$ cat src/rtl/cov_pkg.sv
// Shared defaults and FSM state encoding for the coverage-sum collector.
package cov_pkg;

   localparam int unsigned DEF_MAP_BITS = 10;
   localparam int unsigned DEF_SUM_W    = 30;
   localparam int unsigned WORD_W       = 32;
   localparam int unsigned BIT_W        = $clog2(WORD_W);
   localparam int unsigned DROP_W       = 16;

   typedef enum logic {
      ST_CLEAR = 1'b0,
      ST_RUN   = 1'b1
   } state_t;

endpackage

$ cat src/rtl/cov_bitmap.sv
// Seen-bitmap of 32-bit words: one word zeroed per sweep cycle, or one bit
// read-modify-written per cycle, reporting whether that bit was previously clear.
module cov_bitmap
   import cov_pkg::*;
#(
   parameter int unsigned MAP_BITS = DEF_MAP_BITS
) (
   input  logic                         clock,
   input  logic                         clr_en_i,
   input  logic [MAP_BITS-BIT_W-1:0]    clr_addr_i,
   input  logic                         rmw_en_i,
   input  logic [MAP_BITS-1:0]          rmw_idx_i,
   output logic                         rmw_new_c_o
);

   localparam int unsigned AW     = MAP_BITS - BIT_W;
   localparam int unsigned NWORDS = 1 << AW;

   logic [WORD_W-1:0] mem_q [NWORDS];
   logic [AW-1:0]     rmw_word;
   logic [BIT_W-1:0]  rmw_bit;

   assign rmw_word    = rmw_idx_i[MAP_BITS-1:BIT_W];
   assign rmw_bit     = rmw_idx_i[BIT_W-1:0];
   assign rmw_new_c_o = rmw_en_i && !mem_q[rmw_word][rmw_bit];

   // Storage is left unreset; a full sweep always precedes any use.
   always_ff @(posedge clock) begin
      if (clr_en_i) begin
         mem_q[clr_addr_i] <= '0;
      end else if (rmw_en_i) begin
         mem_q[rmw_word][rmw_bit] <= 1'b1;
      end
   end

endmodule

$ cat src/rtl/cov_sum_collector.sv
// Counts distinct coverage points hit since the last clear, sweeping the bitmap
// on reset and meta_reset. Define COV_DROP_CNT_EN to add the cov_drop counter.
module cov_sum_collector
   import cov_pkg::*;
#(
   parameter int unsigned MAP_BITS = DEF_MAP_BITS,
   parameter int unsigned SUM_W    = DEF_SUM_W
) (
   input  logic                clock,
   input  logic                reset,
   input  logic                meta_reset,
   input  logic                cov_valid,
   input  logic [MAP_BITS-1:0] cov_idx,
   output logic                cov_ready,
   output logic [SUM_W-1:0]    cov_sum,
   output logic                clearing
`ifdef COV_DROP_CNT_EN
   ,
   output logic [DROP_W-1:0]   cov_drop
`endif
);

   localparam int unsigned AW     = MAP_BITS - BIT_W;
   localparam int unsigned NWORDS = 1 << AW;

   if (SUM_W <= MAP_BITS || MAP_BITS <= BIT_W) begin : g_bad_cfg
      $error("cov_sum_collector: need SUM_W > MAP_BITS > BIT_W");
   end

   state_t              state_q;
   logic [AW-1:0]       ptr_q;
   logic                clearing_q;
   logic                s1_valid_q;
   logic [MAP_BITS-1:0] s1_idx_q;
   logic [SUM_W-1:0]    sum_q, sum_d;
   logic                rmw_en;
   logic                rmw_new;

   assign cov_ready = (state_q == ST_RUN) && !meta_reset;
   assign rmw_en    = s1_valid_q && (state_q == ST_RUN) && !meta_reset;
   assign cov_sum   = sum_q;
   assign clearing  = clearing_q;

   // Sweep/run FSM; meta_reset restarts the sweep from word 0.
   always_ff @(posedge clock) begin
      if (!reset) begin
         state_q    <= ST_CLEAR;
         ptr_q      <= '0;
         clearing_q <= 1'b1;
      end else if (state_q == ST_CLEAR) begin
         if (meta_reset) begin
            ptr_q <= '0;
         end else if (ptr_q == AW'(NWORDS - 1)) begin
            state_q    <= ST_RUN;
            clearing_q <= 1'b0;
            ptr_q      <= '0;
         end else begin
            ptr_q <= ptr_q + AW'(1);
         end
      end else if (meta_reset) begin
         state_q    <= ST_CLEAR;
         clearing_q <= 1'b1;
         ptr_q      <= '0;
      end
   end

   always_comb begin
      sum_d = sum_q;
      if (meta_reset) begin
         sum_d = '0;
      end else if (rmw_new) begin
         sum_d = sum_q + SUM_W'(1);
      end
   end

   always_ff @(posedge clock) begin
      if (!reset) begin
         s1_valid_q <= 1'b0;
         sum_q      <= '0;
      end else begin
         s1_valid_q <= cov_valid && cov_ready;
         sum_q      <= sum_d;
      end
   end

   always_ff @(posedge clock) begin
      s1_idx_q <= cov_idx;
   end

   cov_bitmap #(
      .MAP_BITS (MAP_BITS)
   ) u_bitmap (
      .clock       (clock),
      .clr_en_i    (state_q == ST_CLEAR),
      .clr_addr_i  (ptr_q),
      .rmw_en_i    (rmw_en),
      .rmw_idx_i   (s1_idx_q),
      .rmw_new_c_o (rmw_new)
   );

`ifdef COV_DROP_CNT_EN
   logic [DROP_W-1:0] drop_q, drop_d;

   // Saturating count of offered-but-refused cycles; only reset clears it.
   always_comb begin
      drop_d = drop_q;
      if (cov_valid && !cov_ready && drop_q != {DROP_W{1'b1}}) begin
         drop_d = drop_q + DROP_W'(1);
      end
   end

   always_ff @(posedge clock) begin
      if (!reset) begin
         drop_q <= '0;
      end else begin
         drop_q <= drop_d;
      end
   end

   assign cov_drop = drop_q;
`endif

endmodule

$ cat config.mk
export PLATFORM = sky130hd
export DESIGN_NAME = cov_sum_collector
export DESIGN_NICKNAME = d
export VERILOG_FILES = /design/src/rtl/cov_pkg.sv /design/src/rtl/cov_bitmap.sv /design/src/rtl/cov_sum_collector.sv
export SDC_FILE = /design/constraint.sdc
export NUM_CORES = 1
export LEC_CHECK = 0
export BUFFER_PORTS_ARGS = -buffer_cell sky130_fd_sc_hd__buf_2
export CAP_MARGIN = 20
export CELL_PAD_IN_SITES_DETAIL_PLACEMENT = 1
export CELL_PAD_IN_SITES_GLOBAL_PLACEMENT = 1
export CORE_MARGIN = 2
export CORE_UTILIZATION = 48
export DETAILED_ROUTE_END_ITERATION = 8
export PLACE_DENSITY_LB_ADDON = 0.08
export SLEW_MARGIN = 10
export SYNTH_ARGS = -nofsm -noshare
export SYNTH_HDL_FRONTEND = slang
export SYNTH_SLANG_ARGS = --single-unit
$ cat constraint.sdc
create_clock -name clock -period 21.9 [get_ports clock]
set_input_delay 2.19 -clock clock [delete_from_list [all_inputs] [get_ports clock]]
set_output_delay 2.19 -clock clock [all_outputs]
set_load 0.03 [all_outputs]
---- After elaboration in Yosys (flattened, before gate mapping) ----
Memory sizes are Yosys's and may differ from the RTL's. A register that Yosys moved wholly into a read port is not among the register bits.
Cells that the tools add are included.
storage, ports and cells
  flip-flop bits (word level) ............. 48
  memory bits (writable) .................. 1024
  bits of input ports ..................... 14
  word-level logic and storage cells ...... 50
  memories ................................ 1
memory list
  name            depth  width  rd ports  clocked after memory_dff  write ports  RTL line          text
  u_bitmap.mem_q  32     32     1         1                         1            cov_bitmap.sv:19  logic [WORD_W-1:0] mem_q [NWORDS];
cells by class
  add/subtract/negate cells ............... 2
  order comparisons ....................... 2
  equality and inequality tests ........... 3
  mux-type cells .......................... 23
  bitwise gates (word level) .............. 1
  reductions and logical operators ........ 12
operators by type and width
  cell                                                                          number
  32-bit two-way mux                                                            3
  32-bit OR reduction                                                           1
  30-bit by 1-bit adder with 30-bit output, second input constant               1
  5-bit two-way mux                                                             5
  1-bit two-way mux                                                             13
  1-bit logical AND                                                             6
  5-bit by 6-bit less-than comparator with 1-bit output, second input constant  1
  5-bit by 1-bit adder with 5-bit output, second input constant                 1
  1-bit binary-select mux with 5-bit select                                     1
  1-bit demux with 5-bit select                                                 1
  5-bit equality test, second input constant                                    1
  5-bit by 1-bit >= comparator with 1-bit output, second input constant         1
  3-bit AND reduction                                                           1
  1-bit zero test                                                               2
  2-bit by 1-bit != test with 1-bit output, second input constant               1
  2-bit != test, second input constant                                          1
  2-bit nonzero test                                                            1
  2-bit OR reduction                                                            1
  1-bit NOT                                                                     1

---- Depth between registers and ports, before layout ----
Gate-level depths: netlist of run 1.
  word-level depth ........................ 7
  gate-level depth with buffers ........... 18
  depth with buffers taken out ............ 9

---- Hierarchy ----
A second synthesis of run 1 with hierarchy kept.
second synthesis, totals
  cell total of the unflattened synthesis .. 3142
  area, all modules ....................... 46333.2 µm²
modules (own cells, without submodules)
  module             instances  cells each  area an instance (µm²)  seq. area each (µm²)
  cov_bitmap         1          2925        44328.8                 30749.5
  cov_sum_collector  1          217         2004.4                  960.9

---- Worst setup path before layout of run 1 ----
No wires, ideal clock.
  path kind ............................... input to register
  start point ............................. input port meta_reset
  end point ............................... memory u_bitmap.mem_q[0][0], data pin
  library setup time ...................... 3471 ps
  arrival time ............................ 18487 ps
  setup slack ............................. -58 ps
  stages on the path ...................... 4
  buffers on the path ..................... 1
  path through ............................ nor2_1 > nand2_1 > inv_2 > buf_1
on the way
  cells in the longest elaborated chain, start to end .. 7
RTL lines
  item                                      RTL line                 text
  start, declared                           cov_sum_collector.sv:11  input logic meta_reset,
  1-bit zero test                           cov_sum_collector.sv:40  assign rmw_en = s1_valid_q && (state_q == ST_RUN) && !meta_reset;
  1-bit logical AND                         cov_sum_collector.sv:40
  1-bit two-way mux                         cov_bitmap.sv:31         end else if (rmw_en_i) begin
  1-bit two-way mux                         cov_bitmap.sv:29         if (clr_en_i) begin
  32-bit two-way mux (not written as such)  cov_bitmap.sv:32         mem_q[rmw_word][rmw_bit] <= 1'b1;
  32-bit OR reduction (no source line)      -
  32-bit two-way mux (no source line)       -
  end, declared                             cov_bitmap.sv:19
No other way between the ends.

==> flow_summary.ini, run 1 <==
[global_route]
grt_max_degree = 248
grtUsageTotal_pct = 28.7
antenna_found_initial = 4
grt_pass1_wl_um = 205000
grt_pass1_vias = 29400
grt-ovfl-total = 0

[critical_path]
worstReg2RegStart = s1_idx_q[6]
end_kind = flop
required_ns = 22.51
reg2reg_to = cov_sum[15]
ff2ff_setup_slack_ns = 15.27
cp-start-kind = flop
r2r_cells = 14
path_max_fanout = 58
worstPathArrival_ns = 7.24
crit_type = reg2reg

[timing]
fin_crit_sh_pct = 30.3
rsz0062_at_grt = false
tns_ns = 0
final.min_clock_period_ns = 6.63
skew_ns = 0.0266
setup_violations = 0
finalHoldViolCount = 0
slew_headroom_pct = 24.1
fmax_ghz = 0.151
worst_pin_slew_ns = 1.13
finalMaxSlewViolations = 0

[floorplan]
initial_core_util_pct = 48.2
dieArea_sq_mm = 0.0992
chipHeight_um = 315
pin_count = 46
design.core.area_sq_mm = 0.0963
die_w_um = 315
rows = 114

[yosys]
synth_area_leader_cell = edfxtp_1
yosysWarnings = 0
synthesis.area_sq_mm = 0.0464
yosys-top-cells-area = edfxtp_1 66%, mux4_2 12%, nor2_1 9.0%
async_flop_share_pct = 0
ys.flop_type = edfxtp_1
syn_inst = 3298
ys_types = 62
synth.most_common_cell = nor2_1
ys_seq_area_share_pct = 68.3
syn-num-nets = 3315
avgSynthCellArea_sq_um = 14.1
synth_top_area_share_pct = 66.2
synth_seq_cells = 1072
synthTopCellsByCount = 1110 x nor2_1, 1024 x edfxtp_1, 246 x mux4_2, 242 x clkbuf_1, 86 x nand2_1
synth_edf_count = 1024

[cells_and_area]
drive_gt1_share_pct = 19.1
multi_input_area_sq_mm = 0.0136
syn_to_final_growth_pct = 11.5
seqCellArea_sq_mm = 0.0317
finalNetCount = 3265
final_area_sq_mm = 0.0518
fillers = 9271
antenna_cells = 0

[place]
dp_hpwl_um = 80500
gp_congestion = 0.820
postPlaceCellArea_sq_mm = 0.0480
portBuffers = 45

[routing]
route.met2.wl_um = 68000
drc = 0
dr_wl_met3_um = 10800
routed.top_layer = met5
wire_per_inst_um = 30.5
num_vias = 28900
antenna_left = 0
wl_met1_um = 58300
routed_wl_um = 141000
dr.pass1.iters = 5
vias_per_cell = 6.26
drt_iter0_markers = 3715

[min_path]
hp-class = reg2reg
hp-start = cov_sum[4]
hold_path_depth = 2
whs_endpoint = cov_sum[4]

[clocking]
h-tree-depth = 3
cts.repair.resized = 0
hold_buffers = 0
cts.sinks = 1072
clkTransAtPathRegs_ns = 0.06
clock_tree.root_cell = clkbuf_16
cts_buffer_depth = 3
post_cts_buffers = 0
tritoncts = done
numCtsBuffers = 113
clock_latency_ns = 0.70

[power_and_ir_drop]
power_density_mw_per_mm2 = 82.3
peakVddDrop_mv = 0.0681
p_leak_nw = 19.5

[job]
maxCapViolCount = 0

[status]
outcome = completed
[layout make-up]
cell class	instances	area share, %
Tap cell	1276	3.08
Sequential cell	1072	61.3
Timing Repair Buffer	146	2.32
Clock buffer	164	6.20
Multi-Input combinational cell	1903	26.2
Inverter	12	0.102
Clock inverter	46	0.778
[power by group]
part           internal [mW]  switching [mW]  total [mW]
sequential              2.22          0.0103        2.23
clock                   1.09           0.795        1.89
combinational         0.0496          0.0914       0.141
total                   3.36           0.897        4.26
[cell usage in the layout (no fill, tap or decap), types with 8 or more instances in the layout]
cell,count
and3_1,12
nor2_1,1085
nand3_1,27
clkinv_2,19
a21oi_1,40
and2_1,10
nand4_1,14
nor2_2,25
buf_2,45
edfxtp_1,1024
clkinv_1,18
or4_1,20
nor2b_1,10
nor3_1,19
mux2i_1,61
o22ai_1,13
a22oi_1,63
inv_1,8
mux4_2,246
buf_4,83
o31ai_1,23
a31oi_1,15
buf_12,10
or3_1,9
dfxtp_1,43
nand2_2,26
nand2b_1,13
o21ai_0,19
clkbuf_16,114
clkbuf_8,17
nand2_1,54
clkbuf_1,33
[flip-flops by register name, indices dropped and copies added (netlist names)]
| signal | flops |
|---|---|
| clearing | 1 |
| state_q | 1 |
| s1_valid_q | 1 |
| ptr_q | 5 |
| u_bitmap.mem_q | 1024 |
| cov_sum | 30 |
| s1_idx_q | 10 |
[logic make-up (layout without fill, tap and decap cells)]
kind of cell             Yosys count  after routing  share of synthesized area (%)
buffers and inverters            323            368                           3.02
adder cells (fa/ha/maj)            3              3                         0.0808
multiplexers                     315            315                           13.4
flip-flops                      1072           1072                           68.3
AND/OR/NAND/NOR                 1352           1352                           11.7
AO/OA/AOI/OAI                    233            233                           3.43
[stage by stage]
step                utilization (%)  std cells  worst slack [ns]  hold slack [ns]  total power [mW]
finish                         53.8       4619             15.27            0.496              4.26
global route                   53.8       4619             15.05            0.522              4.37
CTS                            53.6       4615             15.26            0.496              4.29
detailed placement             49.9       4405             15.27            0.489              2.42
global placement               49.7       4394             15.45            0.469              2.41
floorplan                         -       3298              2.11            0.484              2.36
[worst max path at each step]
stage,from,to,cells past startpoint
after floorplan,meta_reset,u_bitmap.mem_q[0][0],4
after global placement,s1_idx_q[6],cov_sum[27],14
after detailed placement,meta_reset,u_bitmap.mem_q[0][17],6
after CTS,s1_idx_q[6],cov_sum[15],14
after global routing,s1_idx_q[6],cov_sum[15],13
final,s1_idx_q[6],cov_sum[15],14
[worst max-delay path, stage by stage (launching register included)]
cell,delay [ns]
dfxtp_4,0.55
buf_4,0.81
buf_4,0.85
buf_4,0.66
mux4_2,0.42
mux2i_1,0.26
nor3_1,0.09
a2111oi_0,0.57
and4_1,0.40
a2111oi_1,0.14
buf_4,0.24
or3_1,0.33
buf_4,0.27
or4_1,0.52
a21oi_1,0.20
[routing by layer]
metal  GRT usage (%)  vias up
li1                -    12100
met1            40.6    15500
met2            46.4     1163
met3            4.55      210
met4            8.11        2
met5               0        -
No activity file was read; power rests on OpenSTA's default activity.
==> run 2: changes to the inputs <==
- ABC_AREA: unset -> 1
- CORE_UTILIZATION: 48 -> 50
- clock period: 21.9 -> 6.35 ns (I/O delays scaled with it)
==> flow_summary.ini, run 2 <==
[timing]
finalMaxSlewViolations = 0
finalHoldViolCount = 0
worst_pin_slew_ns = 1.21
skew_ns = 0.0283
rsz0062_at_grt = false
setup_violations = 0
whs_ns = 0.0389
fin_crit_sh_pct = 79.4
fmax_ghz = 0.198
worst_slack_ns = 1.31
slew_headroom_pct = 19.2
final.min_clock_period_ns = 5.04
tns_ns = 0

[routing]
drt_iter0_markers = 4196
routed_wl_um = 156000
vias_per_cell = 5.97
dr.pass1.iters = 5
drc = 0
num_vias = 37700
antenna_left = 0
wire_per_inst_um = 24.7

[power_and_ir_drop]
peakVddDrop_mv = 0.223
power_density_mw_per_mm2 = 280
p_seq_share_pct = 51.1
switchingPower_mw = 3.38
intPower_mw = 11.7
p_comb_share_pct = 4.6
p_leak_nw = 23.4
switching_share_pct = 22.4
p_total_mw = 15.1
clkPwrFrac_pct = 44.3

[cells_and_area]
seqCellArea_sq_mm = 0.0317
drive_gt1_share_pct = 7.67
fin_cells = 6311
finalNetCount = 4957
antenna_cells = 0
largest_reg_flops = 1024
final_cell_mix = 1363 x nand2_1, 1089 x nor2_1, 1024 x edfxtp_1, 877 x nand3_1, 115 x clkbuf_16
syn_to_final_growth_pct = 10.6
final_common_cell = nand2_1
fillers = 10700
top_register = u_bitmap.mem_q
multi_input_area_sq_mm = 0.0151

[clocking]
clock_latency_ns = 0.72
cts.sinks = 1072
clkTransAtPathRegs_ns = 0.06
tritoncts = done
h-tree-depth = 3
numCtsBuffers = 115
clock_tree.root_cell = clkbuf_16
cts_buffer_depth = 3
post_cts_buffers = 0

[min_path]
hp-start = cov_idx[4]
whs_endpoint = s1_idx_q[4]
hold_path_depth = 1
hp-class = in2reg

[yosys]
async_flop_share_pct = 0
synth_top_area_share_pct = 63.2
ys_seq_area_share_pct = 65.2
syn_inst = 5098
synth_edf_count = 1024
ys_types = 31
synthesis.area_sq_mm = 0.0487
synth_seq_cells = 1072
yosysWarnings = 0
ys.flop_type = edfxtp_1
yosys-top-cells-area = edfxtp_1 63%, nand2_1 11%, nand3_1 9.1%
syn-num-nets = 5115
synth_area_leader_cell = edfxtp_1
synthTopCellsByCount = 1387 x nand2_1, 1090 x nor2_1, 1024 x edfxtp_1, 885 x nand3_1, 206 x buf_2
synth.most_common_cell = nand2_1
avgSynthCellArea_sq_um = 9.54

[floorplan]
rows = 114
initial_core_util_pct = 50.4
dieArea_sq_mm = 0.0998
design.core.area_sq_mm = 0.0966
pin_count = 46
chipHeight_um = 316
die_w_um = 316

[status]
outcome = completed

[place]
dpl.cell_count = 6085
dp_hpwl_um = 83900
gp_congestion = 0.856
portBuffers = 45
preCtsSetupSlack_ns = 1.38

[job]
maxCapViolCount = 0

[critical_path]
path_buf_inv = 3
cp_cell_sequence = inv_2, nor2_2, nand2_2, inv_16, o21ai_1, nor2_1, nand3_2, buf_4, nor2_1
end_kind = flop
ff2ff_setup_slack_ns = 1.31
critPathMostFrequentCell = nor2_1
r2r_cells = 9
required_ns = 6.77
startpoint = state_q
cpPeakStageDelay_ns = 0.96
reg2reg_to = u_bitmap.mem_q[5][31]
cp-start-kind = flop
crit_type = reg2reg
critPathTopFamily = simple AND/OR/NAND/NOR gates
path_max_fanout = 247
worstReg2RegStart = state_q
worstPathArrival_ns = 5.46
critPathSlowestCell = nand3_2

[global_route]
grt_max_degree = 274
grt_pass1_vias = 38000
antenna_found_initial = 3
grt-ovfl-total = 0
grtUsageTotal_pct = 31.1
grt_pass1_wl_um = 234000
==> run 2: changes by cell type after synthesis, sizes merged, moves of 20 or more <==
cell,previous run,this run
nand2,86,1388
nand3,27,885
mux4,246,0
buf,69,245
a22oi,63,0
mux2i,61,0
clkbuf,242,186
inv,12,55
a21oi,40,61
or4,20,0
xor2,0,20
==> run 2: per-layer routing <==
metal  vias up  part of all wire (%)  GRT usage, %
met5         -                     0             0
met3       287                   7.1          4.43
met2      1320                    48          51.9
li1      16800                     -             -
met1     19300                    42          42.1
met4         0                   3.2          10.2
==> run 2: power groups by stage <==
stage | registers, mW | clock network, mW | logic, mW
floorplan | 7.83 | 0 | 0.433
global placement | 7.84 | 0 | 0.662
detailed placement | 7.84 | 0 | 0.676
CTS | 7.69 | 6.75 | 0.686
global route | 7.69 | 6.99 | 0.741
finish | 7.69 | 6.68 | 0.691
==> run 2: layout make-up <==
class	count	share of cell area (%)
clock buffer	149	5.72
clock inverter	63	1.15
inverter	57	0.484
multi-input combinational	3538	28.0
sequential	1072	59.0
tap	1276	2.97
timing repair buffer	156	2.71
==> run 2: per-stage QoR <==
step           area [sq um]  util [%]
4_1_cts               53600      55.5
5_1_grt               53800      55.7
6_report              53800      55.7
2_1_floorplan         48700         -
3_3_place_gp          49700      51.4
3_5_place_dp          49900      51.6
==> run 2: what timing repair did <==
| item | in CTS | in global routing |
|---|---|---|
| gates resized for setup | 0 | 0 |
| hold buffers | 7 | 0 |
| endpoints found under the hold margin | 7 | 0 |
==> run 2: worst max-delay path by stage <==
stage	end	slack, ns	depth (start not counted)
5_1_grt	u_bitmap.mem_q[5][25]	0.89	9
2_1_floorplan	u_bitmap.mem_q[10][15]	0.86	8
3_3_place_gp	u_bitmap.mem_q[5][27]	1.56	9
3_5_place_dp	u_bitmap.mem_q[0][14]	1.38	10
4_1_cts	u_bitmap.mem_q[0][14]	1.23	10
6_report	u_bitmap.mem_q[5][31]	1.31	9
==> run 2: cell families (layout without fill, tap and decap cells) <==
logic type / Yosys count / after routing / synth area share, %
buffers and inverters: 488 / 425 / 4.37
adders and majority gates: 3 / 3 / 0.0772
AOI/OAI and AO/OA: 104 / 104 / 1.18
and+or+nand+nor: 3403 / 3403 / 28.7
xor gates and xnor gates: 28 / 28 / 0.504
DFF: 1072 / 1072 / 65.2
==> run 2: worst register-to-register path, cell delays in order, from the launching register on <==
cell and delay (ns):
dfxtp_1 0.70, inv_2 0.46, nor2_2 0.34, nand2_2 0.25, inv_16 0.48, o21ai_1 0.25, nor2_1 0.68, nand3_2 0.96
buf_4 0.51, nor2_1 0.13
